## config.mk

```make
export PLATFORM = sky130hd
export DESIGN_NAME = address_sequencer
export DESIGN_NICKNAME = d
export VERILOG_FILES = /design/src/rtl/address_sequencer.sv
export SDC_FILE = /design/constraint.sdc
export NUM_CORES = 1
export LEC_CHECK = 0
export BUFFER_PORTS_ARGS = -buffer_cell sky130_fd_sc_hd__buf_2
export CAP_MARGIN = 20
export CORE_MARGIN = 2
export CORE_UTILIZATION = 48
export CTS_CLUSTER_SIZE = 40
export DETAILED_ROUTE_END_ITERATION = 12
export GPL_ROUTABILITY_DRIVEN = 0
export GPL_TIMING_DRIVEN = 0
export PLACE_DENSITY = 0.69
export SETUP_SLACK_MARGIN = 0.3
export SKIP_LAST_GASP = 1
export SLEW_MARGIN = 20
export SYNTH_ARGS = -nofsm -noshare
export SYNTH_HDL_FRONTEND = slang
export SYNTH_SLANG_ARGS = --single-unit
export TNS_END_PERCENT = 20
```

## constraint.sdc

```tcl
create_clock -name clock -period 8.6 [get_ports clock]
set_clock_uncertainty 0.05 [all_clocks]
set_input_delay 0.43 -clock clock [delete_from_list [all_inputs] [get_ports clock]]
set_output_delay 0.43 -clock clock [all_outputs]
set_load 0.1 [all_outputs]
```

## src/rtl/address_sequencer.sv

```systemverilog
// Address sequencer: emits base..last by step, with looping, jumps and abort; first address 1 cycle after start.
// Backpressure: valid && !ready stalls address, counters and state; load_en and stop act regardless of ready.
module address_sequencer #(
    parameter int ADDR_WIDTH  = 48,
    parameter int COUNT_WIDTH = 16
) (
    input  logic                   clock,
    input  logic                   reset_n,
    input  logic                   start,
    input  logic                   stop,
    input  logic                   loop_mode,
    input  logic [ADDR_WIDTH-1:0]  base_addr,
    input  logic [ADDR_WIDTH-1:0]  last_addr,
    input  logic [7:0]             step,
    input  logic                   load_en,
    input  logic [ADDR_WIDTH-1:0]  load_addr,
    input  logic                   ready,
    output logic [ADDR_WIDTH-1:0]  address,
    output logic                   valid,
    output logic                   busy,
    output logic                   done,
    output logic [COUNT_WIDTH-1:0] beat_count,
    output logic [COUNT_WIDTH-1:0] loop_count
);

    typedef enum logic [1:0] {
        IDLE = 2'd0,
        RUN  = 2'd1,
        DONE = 2'd2
    } state_t;

    localparam logic [COUNT_WIDTH-1:0] COUNT_ONE = {{(COUNT_WIDTH-1){1'b0}}, 1'b1};

    state_t                 r_state;
    logic [ADDR_WIDTH-1:0]  r_address;
    logic [ADDR_WIDTH-1:0]  r_base;
    logic [ADDR_WIDTH-1:0]  r_last;
    logic [7:0]             r_step;
    logic                   r_valid;
    logic                   r_busy;
    logic                   r_done;
    logic [COUNT_WIDTH-1:0] r_beat;
    logic [COUNT_WIDTH-1:0] r_loop;

    logic [ADDR_WIDTH:0]    w_sum;
    logic                   w_terminal;
    logic                   w_accept;
    logic [COUNT_WIDTH-1:0] w_beat_inc;

    // The extra sum bit flags a carry out; such a step ends the pass instead of wrapping.
    assign w_sum      = {1'b0, r_address} + {{(ADDR_WIDTH-7){1'b0}}, r_step};
    assign w_terminal = (r_address >= r_last) || w_sum[ADDR_WIDTH];
    assign w_accept   = r_valid && ready;
    assign w_beat_inc = (&r_beat) ? r_beat : r_beat + COUNT_ONE;

    always_ff @(posedge clock or negedge reset_n) begin
        if (!reset_n) begin
            r_state   <= IDLE;
            r_address <= '0;
            r_base    <= '0;
            r_last    <= '0;
            r_step    <= '0;
            r_valid   <= 1'b0;
            r_busy    <= 1'b0;
            r_done    <= 1'b0;
            r_beat    <= '0;
            r_loop    <= '0;
        end else begin
            case (r_state)
                IDLE: begin
                    r_done <= 1'b0;
                    if (start) begin
                        r_state   <= RUN;
                        r_address <= base_addr;
                        r_base    <= base_addr;
                        r_last    <= last_addr;
                        r_step    <= (step == 8'd0) ? 8'd1 : step;
                        r_valid   <= 1'b1;
                        r_busy    <= 1'b1;
                        r_beat    <= '0;
                        r_loop    <= '0;
                    end
                end
                RUN: begin
                    if (stop) begin
                        r_state <= IDLE;
                        r_valid <= 1'b0;
                        r_busy  <= 1'b0;
                    end else begin
                        if (w_accept) begin
                            r_beat <= w_beat_inc;
                        end
                        if (load_en) begin
                            r_address <= load_addr;
                        end else if (w_accept) begin
                            if (w_terminal && !loop_mode) begin
                                r_state <= DONE;
                                r_valid <= 1'b0;
                                r_busy  <= 1'b0;
                                r_done  <= 1'b1;
                            end else if (w_terminal) begin
                                r_address <= r_base;
                                r_loop    <= r_loop + COUNT_ONE;
                            end else begin
                                r_address <= w_sum[ADDR_WIDTH-1:0];
                            end
                        end
                    end
                end
                DONE: begin
                    r_done  <= 1'b0;
                    r_state <= IDLE;
                end
                default: begin
                    r_state <= IDLE;
                end
            endcase
        end
    end

    assign address    = r_address;
    assign valid      = r_valid;
    assign busy       = r_busy;
    assign done       = r_done;
    assign beat_count = r_beat;
    assign loop_count = r_loop;

endmodule

```

# Yosys cells after proc, flatten, opt, wreduce, memory -nomap -nowiden
# Cells that the tools add are included.
[totals]
romBits = 0
ramBits = 0
elab_cells = 81
n_memories = 0
output_inout_bits = 83
inputBits = 159
latchBits = 0
ff_bits = 188
[op_classes]
n_eq_ne = 15
n_reduce_logical = 17
shift = 0
multipliers = 0
n_bitwise = 0
n_mux = 36
order_cmp = 1
n_div = 0
add_sub_neg = 3
[op_table]
columns = ["op", "count"]
rows = [
  ["2-to-1 mux 48 bit", 6],
  ["2-to-1 mux 16 bit", 9],
  ["case mux 48 bit (2 select lines)", 1],
  ["case mux 16 bit (2 select lines)", 2],
  ["adder 48 x 8 -> 49 bit", 1],
  ["greater-or-equal comparator 48 bit", 1],
  ["adder 16 x 1 -> 16 bit (second input constant)", 2],
  ["AND reduction 5 bit", 4],
  ["inequality test 2 bit (second input constant)", 8],
  ["AND reduction 16 bit", 1],
  ["inequality test 3 bit (second input constant)", 5],
  ["2-to-1 mux 2 bit", 5],
  ["2-to-1 mux 1 bit", 9],
  ["logical NOT 8 bit", 1],
  ["2-to-1 mux 8 bit", 1],
  ["AND reduction 7 bit", 1],
  ["case mux 1 bit (2 select lines)", 2],
  ["case mux 2 bit (2 select lines)", 1],
  ["AND reduction 4 bit", 1],
  ["nonzero test 2 bit", 2],
  ["equality test 2 x 1 -> 1 bit (second input constant)", 1],
  ["equality test 2 bit (second input constant)", 1],
  ["logical AND 1 bit", 2],
  ["logical NOT 2 bit", 1],
  ["other kinds (4)", 4],
]

# Depth between registers and ports, before layout
[logic_depth]
depth_word = 8
ltp_mapped = 12

# Least setup slack after synthesis
# Ideal clock, no wire load.
[synth_timing]
kind = "register to register"
startpoint = "register r_address[0] (netlist: address[0])"
endpoint = "register r_address[15] (netlist: address[15])"
arrival_ps = 3541
setup_time_ps = 134
stages_incl_launch_ff = 13
path_buffers = 2
setup_slack_ps = 4875
cell_sequence = "dfrtp_1 -> ha_1 -> fa_1 -> a211oi_1 -> nor3_1 -> or2_1 -> clkbuf_1 -> or3b_4 -> nand4_4 -> buf_6 -> o21a_1 -> a2111oi_0 -> a21oi_1"
[synth_between]
elab_chain_len = 8
word_cells_on_any_way = 12
classes_between = "1 x add/sub; 1 x order compare; 1 x eq/ne; 6 x mux; 3 x reduce/logical"
[synth_lines]
columns = ["item", "line", "source"]
rows = [
  ["from (decl)", "35", "logic [ADDR_WIDTH-1:0] r_address;"],
  ["from (signal assigned)", "74", "r_address <= base_addr;"],
  ["from (signal assigned)", "94", "r_address <= load_addr;"],
  ["from (signal assigned)", "102", "r_address <= r_base;"],
  ["adder 48 x 8 -> 49 bit or greater-or-equal comparator 48 bit (tied branches)", "51, 52", ""],
  ["logical OR 1 bit", "52", "assign w_terminal = (r_address >= r_last) || w_sum[ADDR_WIDTH];"],
  ["2-to-1 mux 48 bit", "101", "end else if (w_terminal) begin"],
  ["2-to-1 mux 48 bit", "96", "if (w_terminal && !loop_mode) begin"],
  ["2-to-1 mux 48 bit", "95", "end else if (w_accept) begin"],
  ["2-to-1 mux 48 bit", "93", "if (load_en) begin"],
  ["2-to-1 mux 48 bit", "85", "if (stop) begin"],
  ["case mux 48 bit (2 select lines)", "69", "case (r_state)"],
]
# Several ways; a longest one is shown, not always the timed one. The select of a mux whose other input is x is not followed.
# A chain may end at the register's enable or synchronous reset.

# Worst setup path after layout
[layout_timing]
startpoint = "register r_address[0] (netlist: address[0])"
endpoint = "register r_address[39] (netlist: address[39])"
# The elaborated chain is that of the path after synthesis.

==> impl_summary.txt <==
----------------------------------------------------
[Cells and area]
  Layout cells sized above 1 ... between 15 and 20%
  Fillcell total ... around 2.1k
  Area grow syn2layout ... 20.3%
  Fin nets ... about 1.8k

[Floorplanning]
  Boundary pin count ... approximately 240
  DIE AREA ... ~0.025 mm²
  Placement row count ... 55
  CORE AREA ... 0.0228 mm²
  Die Span X ... ~160 µm
  Initial Utilization ... between 40 and 50%
  Die boundary height ... between 150 and 200 µm

[Detailed routing]
  Iter 0 DRT Violations ... between 1k and 1.5k
  Total number of vias ... between 10k and 15k
  Detailed-router iteration count before antenna repair ... 8
  Number of vias per cell after detailed routing ... around 6
  Post-route DRC ... 0
  Number of nets still failing antenna checks after routing ... 0
  Wire length after detailed routing ... 39400 µm
  DR WL/cell ... around 21 µm

[Global route]
  First-pass GRT wire length ... between 60000 and 70000 µm
  Total track usage ... between 30% and 40%
  Vias in the first global route ... 10.7k
  Largest net degree at the start of global routing ... between 80 and 90
  Antenna violations before repair ... 1
  Total overflow reported by the global router ... 0

[Status]
  Outcome ... complete, no violations

[Critical path]
  Largest driver fanout on the critical path ... 10
  Start-to-end type of the worst setup path ... reg2reg
  Critical Path Slowest Stage Cell ... sky130_fd_sc_hd__o21ai_0
  Critical path startpoint category ... flip-flop
  CP Data Arrival Time ... between 4 and 5 ns
  Required time reported for the critical path endpoint ... 8.88 ns
  Kind of capture point of the worst setup path ... flip-flop
  Critical Path, Cell by Cell ... ha_1, fa_1, a211oi_1, nor3_1, or2_1, clkbuf_1, or3b_4, nand4_4, buf_4, o21ai_0, o311ai_1, o221a_1
  Crit-path leading delay family ... compound AO/OA/AOI/OAI gates
  Buf+Inv Stages, Crit Path ... 2
  Largest stage delay, worst path ... 0.56 ns

[Placed design]
  I/O Buffers ... between 200 and 250
  Half-perimeter wire length after placement ... ~29000 µm
  Post-placement setup slack ... roughly 4.5 ns

[Synth]
  Post-synthesis instance area ... 0.0112 mm²
  Number of instances in the synthesized netlist ... 1316
  Mean cell area of the mapped netlist ... around 8.5 µm²
  Library cell with the largest summed area after synthesis ... sky130_fd_sc_hd__dfrtp_1
  Number of flops mapped to enable cells by yosys ... 0
  Yosys cell types ... between 70 and 80
  Area share of the largest cell type after synthesis ... 42.0%
  Most instantiated cells after synthesis ... sky130_fd_sc_hd__nand2_1 (299), sky130_fd_sc_hd__dfrtp_1 (188), sky130_fd_sc_hd__nor2_1 (101), sky130_fd_sc_hd__a21oi_1 (73), sky130_fd_sc_hd__o21ai_0 (73)
  Synthesized Nets ... between 1.5k and 2k
  Share of flip-flops with an asynchronous set or reset after synthesis ... 100%
  Most instantiated flip-flop cell in the synthesis netlist ... sky130_fd_sc_hd__dfrtp_1
  Register bit count reported by yosys ... ~190
  Count leader, synth ... sky130_fd_sc_hd__nand2_1
  Number of synthesis warnings ... 0
  Ranking of synthesized cells by area ... sky130_fd_sc_hd__dfrtp_1 (42%), sky130_fd_sc_hd__nand2_1 (10%), sky130_fd_sc_hd__ha_1 (6.5%)
  Sequential element share of the synthesized area ... a little over two fifths

[STA]
  Highest clock frequency the design can meet ... between 0.2 and 0.25 GHz
  Max transition margin ... about a third
  Accumulated negative setup slack ... 0 ns
  Setup-violating endpoint count in the final report ... 0
  Final clock period utilization by the worst path ... between 50% and 60%
  RSZ-0062 raised after global routing ... no
  Post-route minimum period ... ~4.3 ns
  Hold Vio Cnt, Final ... 0
  Worst slew pin tran ... 1.00 ns
  PnR worst setup slack ... 4.27 ns
  Count of final max-slew check failures ... 0

[CTS]
  Clock tree from TritonCTS ... built
  Clk pin slew, worst setup/hold paths ... approximately 0.080 ns
  Post_cts resized ... 0
  Inserted Clock Buffers ... 17
  Clock root buffer ... sky130_fd_sc_hd__clkbuf_16
  Number of buffers between clock root and the deepest sink ... 2
  Max H-tree Level ... 4
  Clk Latency, worst-skew pair ... 0.45 ns
  Clock sink count ... approximately 190

[Power and ir drop]
  Power density over the cells ... 445 mW/mm²
  Peak supply drop ... between 0.3 and 0.4 mV
  Standby leakage power ... 6.43 nW

[Min path]
  Path type of the worst min-delay path ... in2reg

[Run]
  Maximum capacitance violations ... 0

----------------------------------------------------
[kinds of logic (layout without fill, tap and decap cells)]
logic type | count (synthesis) | in the layout | synth area share [%]
buf+inv | 128 | 405 | 4.70
fa+ha+maj | 59 | 59 | 6.65
xor+xnor | 60 | 60 | 4.69
simple gates | 570 | 570 | 23.4
flops | 188 | 188 | 42.0
compound gates | 302 | 302 | 17.8
mux | 9 | 9 | 0.848
other cells | 0 | 1 | 0
[final cells by class]
cell class	instances	area, µm²	area share (%)
flip-flops and latches	188	4700	34.9
well taps	313	392	2.90
multi-input cells	1000	5980	44.3
clock buffers	18	439	3.26
clock inverters	14	156	1.16
diodes	1	2.50	0.0186
inverters	62	233	1.73
plain buffers	66	294	2.18
repair buffers	245	1290	9.55
[registers in the layout, indices dropped and copies added (netlist names)]
signal	cells
address	48
beat_count	16
busy	1
done	1
loop_count	16
r_base	48
r_last	48
r_state	2
r_step	8
[cells in the final DEF, fill, tap and decap left out, drive strengths merged, types with 15 or more instances in the layout]
cell / n
a211oi: 15
a21oi: 74
and3: 23
buf: 261
clkbuf: 67
dfrtp: 188
ha: 58
inv: 67
nand2: 299
nand3: 31
nand4: 28
nor2: 101
nor3: 27
nor4: 16
o21ai: 77
o22ai: 38
o31a: 21
xnor2: 35
xor2: 25
[routing by layer]
metal	share of wire (%)	up-vias	GRT usage, %	wire length (µm)
li1	-	5152	-	-
met1	41	5326	43.4	16200
met2	45	643	49.8	17500
met3	9.7	115	6.29	3810
met4	4.8	0	17.0	1890
met5	0	-	0	0
[through the flow]
step	std cells	util, %	instance area (µm²)	hold WS (ns)	power [mW]
final	1907	59.2	13500	0.128	6.00
after CTS	1905	59.2	13500	0.130	5.93
after floorplan	1316	-	11200	0.0844	4.11
after global placement	1870	56.2	12800	0.393	5.01
after detailed placement	1872	56.5	12900	0.301	5.09
after global routing	1907	59.2	13500	0.135	6.34
[final timing paths]
check                             start          end  slack [ns]  depth (start not counted)
min                        last_addr[2]    r_last[2]        0.13                          3
max                          address[0]  address[39]        4.27                         12
min reg2reg                   r_base[6]    r_base[6]        0.42                          2
max in group asynchronous       reset_n   r_base[19]        6.99                          4
max reg2reg                  address[0]  address[39]        4.27                         12
min in group asynchronous       reset_n   r_last[30]        0.41                          2
[worst reg2reg max path, cell delays in order (launching register included)]
cell                       delay [ns]
sky130_fd_sc_hd__dfrtp_1         0.42
sky130_fd_sc_hd__ha_1            0.26
sky130_fd_sc_hd__fa_1            0.44
sky130_fd_sc_hd__a211oi_1        0.35
sky130_fd_sc_hd__nor3_1          0.19
sky130_fd_sc_hd__or2_1           0.26
sky130_fd_sc_hd__clkbuf_1        0.28
sky130_fd_sc_hd__or3b_4          0.37
sky130_fd_sc_hd__nand4_4         0.27
sky130_fd_sc_hd__buf_4           0.32
sky130_fd_sc_hd__o21ai_0         0.56
sky130_fd_sc_hd__o311ai_1        0.25
sky130_fd_sc_hd__o221a_1         0.18
[power breakdown]
part	switching, mW	internal (mW)	total [mW]
logic	2.55	1.01	3.56
registers	0.362	1.24	1.60
clock network	0.392	0.443	0.834
total	3.31	2.69	6.00
[what timing repair did]
| action | in CTS | in global routing |
|---|---|---|
| setup buffers | 0 | 0 |
| hold buffers | 1 | 0 |
| setup endpoints to repair | 0 | 0 |
| hold endpoints to repair | 44 | 0 |
No activity file was read; power rests on OpenSTA's default activity.
